<file path="config.mk">
export PLATFORM = sky130hd
export DESIGN_NAME = demux_4x_nbit_hs
export DESIGN_NICKNAME = d
export VERILOG_FILES = /design/src/rtl/demux_4x_nbit_hs.sv
export SDC_FILE = /design/constraint.sdc
export NUM_CORES = 1
export LEC_CHECK = 0
export ABC_CLOCK_PERIOD_IN_PS = 3100
export CAP_MARGIN = 0
export CORE_MARGIN = 8
export CORE_UTILIZATION = 45
export DETAILED_ROUTE_END_ITERATION = 16
export PLACE_DENSITY = 0.84
export SYNTH_ARGS = -nofsm -noshare
export SYNTH_HDL_FRONTEND = slang
export SYNTH_SLANG_ARGS = --single-unit
</file>
<file path="constraint.sdc">
create_clock -name clk -period 3.1 [get_ports clk]
set_input_delay 0.31 -clock clk [delete_from_list [all_inputs] [get_ports clk]]
set_output_delay 0.31 -clock clk [all_outputs]
set_load 0.02 [all_outputs]
</file>
<file path="src/rtl/demux_4x_nbit_hs.sv">
// 1-to-4 valid/ready demultiplexer with a single-entry output register per channel.
// Optional macro DEMUX_RR_EN: the target comes from a round-robin pointer instead of in_sel.
module demux_4x_nbit_hs #(
  parameter int BUS_WIDTH = 8
) (
  input  logic                 clk,
  input  logic                 rst_n,
  input  logic [BUS_WIDTH-1:0] in_data,
  input  logic [1:0]           in_sel,
  input  logic                 in_valid,
  output logic                 in_ready,
  output logic [BUS_WIDTH-1:0] out_a,
  output logic [BUS_WIDTH-1:0] out_b,
  output logic [BUS_WIDTH-1:0] out_c,
  output logic [BUS_WIDTH-1:0] out_d,
  output logic [3:0]           out_valid,
  input  logic [3:0]           out_ready
);

  logic [BUS_WIDTH-1:0] r_data [4];
  logic [3:0]           r_valid;
  logic [1:0]           w_tgt;
  logic                 w_accept;
  logic [3:0]           w_load;

`ifdef DEMUX_RR_EN
  logic [1:0] r_ptr;

  // Strict ordering: the pointer moves only on an accepted word, so a full target stalls the input.
  always_ff @(posedge clk) begin
    if (!rst_n) begin
      r_ptr <= 2'd0;
    end else if (w_accept) begin
      r_ptr <= r_ptr + 2'd1;
    end
  end

  assign w_tgt = r_ptr;
`else
  assign w_tgt = in_sel;
`endif

  // A full channel can still accept when its consumer drains at the same edge.
  assign in_ready = ~r_valid[w_tgt] | out_ready[w_tgt];
  assign w_accept = in_valid & in_ready;

  always_comb begin
    // NOTE: default assignment first so no path through this block can infer a latch.
    w_load = 4'b0000;
    if (w_accept) begin
      w_load[w_tgt] = 1'b1;
    end
  end

  always_ff @(posedge clk) begin
    if (!rst_n) begin
      r_valid <= 4'b0000;
      // NOTE: the data registers are cleared too, because out_x must read 0 straight after reset.
      for (int k = 0; k < 4; k++) begin
        r_data[k] <= '0;
      end
    end else begin
      for (int k = 0; k < 4; k++) begin
        // NOTE: non-blocking assignments keep every channel update order-independent within the edge.
        if (w_load[k]) begin
          r_data[k]  <= in_data;
          r_valid[k] <= 1'b1;
        end else if (out_ready[k]) begin
          r_valid[k] <= 1'b0;
        end
      end
    end
  end

  assign out_a     = r_data[0];
  assign out_b     = r_data[1];
  assign out_c     = r_data[2];
  assign out_d     = r_data[3];
  assign out_valid = r_valid;

endmodule

</file>
==> results.tsv <==
metric	value	unit
htreeDepth	2	
antenna_found_initial	0	
tns	0	ps
synth_top_cell_by_area	edfxtp_1	
drc	0	
placementRows	21	
core-area	3337	µm²
clk_pin_slew	100	ps
setup_violations	0	
worstHoldEndpoint	out_valid[1]	
hold_class	reg -> reg	
synth_ff_type	edfxtp_1	
cts_made_buffers	5	
hp-start	out_valid[1]	
synth_top_area_share	61.69	%
drv_slew	0	
grt_max_degree	17	
die_y	74.84	µm
crit_start	in_sel[1]	
r2r_slack	1630	ps
mostFrequentLayoutCells	53 x clkdlybuf4s50_1, 32 x edfxtp_1, 24 x nor3_1	
critPathRequiredTime	2790	ps
area_delta_synth_final	39.76	%
root_buffer	clkbuf_4	
crit_arrival	2070	ps
cts-resized-gates	0	
routed_wl	3.635	mm
hold_violations	0	
drt_iter0_drc	179	
drive_above_1_share	12.57	%
fin_crit_sh	76.81	%
fin_hold_ws	539.8	ps
antenna_cells	0	
syn_nets	131	
slew_headroom	58.25	%
crit_path_start_kind	input port	
synth_area_per_cell	13.66	µm²
fin_skew	2.988	ps
ys_seq_area_share	66.83	%
nets	183	
post_cts_buffers	0	
leakagePower	0.0007374	µW
fmax	0.4200	GHz
cp_max_fo	9	
initial_core_util	46.68	%
clock_latency	340	ps
critPathCaptureType	primary output	
critPathKind	in -> out	
yosys-top-cells-area	edfxtp_1 62%, nor3_1 7.7%, dfxtp_1 5.1%	
wl_per_cell	17.07	µm
status	finished clean	
dp.cells	205	
grt_usage	13.40	%
fp.dieW	74.84	µm
grt_pass1_wl	5.471	mm
r2r-start	out_valid[1]	
peakVddDrop	243.0	µV
fin_crit	2381	ps
stdcell_count	213	
async_flop_share	0	%
dr.pass1.iters	4	
reg2regPathDepth	3	
dp_hpwl	2.832	mm
viasPerCell	5.221	
power_density	469.1	nW/µm²
clockBufferDepth	2	
final_common_cell	clkdlybuf4s50_1	
synthCells	114	
io_pins	54	
min_delay_path_depth	2	
tightest_slew	624.3	ps
cap_violations	0	
grt_overflow	0	
yosysWarnings	0	
numPortBuffers	53	
ys_ff_latch	36	
num_vias	1112	
gp_congestion	0.7864	
cts_tree	built	
grt_setup_unrepaired	no	
synth_edf_count	32	
ys_types	22	
cts_hold_buf	0	
syn_area	1558	µm²
regToRegEndpoint	r_data[1][3]	
cts.sinks	36	
final_antenna_net_count	0	
grt_pass1_vias	1118	
die_area	5600	µm²
==> power by group <==
part           internal (µW)  switching, µW
clock network            169            148
logic                   67.6           80.5
registers                549           6.70
==> worst max-delay path by stage <==
stage / endpoint / slack (ps)
after floorplan: r_data[1][0] / 1270
after global placement: in_ready / 780
after detailed placement: in_ready / 740
after CTS: in_ready / 720
after global routing: in_ready / 670
final: in_ready / 720
==> layout make-up <==
| class | count | area [µm²] |
|---|---|---|
| Tap cell | 46 | 57.56 |
| Multi-Input combinational cell | 65 | 437.9 |
| Sequential cell | 36 | 1041 |
| Clock inverter | 2 | 35.03 |
| Inverter | 1 | 3.754 |
| Timing Repair Buffer | 57 | 560.5 |
| Fill cell | 263 | 1160 |
| Clock buffer | 6 | 41.29 |
==> stage by stage <==
step                      util (%)  setup slack (ps)  power [µW]  cell area, µm²
after detailed placement     62.95             737.8       715.8            2101
after global placement       62.95             775.6       710.9            2101
after global routing         65.24             670.4        1059            2177
after floorplan                  -              1268       643.8            1558
after CTS                    65.24             717.5        1030            2177
final                        65.24             718.9        1021            2177
==> state kept, by name, indices dropped and copies added (netlist names) <==
register	flops
out_valid	4
r_data	32
==> routing by layer <==
| metal | share of wire (%) | GRT usage (%) |
|---|---|---|
| met1 | 37 | 13.98 |
| met2 | 51 | 23.32 |
| met3 | 10 | 4.261 |
| met4 | 1.9 | 7.174 |
| met5 | 0 | 0 |
==> synth_stat cells (all sizes together), types with 2 or more instances <==
| library cell | n |
|---|---|
| edfxtp | 32 |
| nor2b | 4 |
| dfxtp | 4 |
| nand3b | 2 |
| buf | 8 |
| clkbuf | 4 |
| o31ai | 4 |
| nand2b | 5 |
| a21boi | 3 |
| nor3 | 32 |
| nand3 | 9 |
==> worst max-delay path, cell delays in order <==
cell and delay (ps):
clkdlybuf4s50_1 640, mux4_2 560, clkdlybuf4s50_1 560
==> cells by family after synthesis <==
family                 share of synthesized area [%]
and+or+nand+nor                                21.93
AOI/OAI and AO/OA                              4.739
buffers and inverters                          5.059
DFF                                            66.83
muxes                                          1.446
No activity file was read; power rests on OpenSTA's default activity.
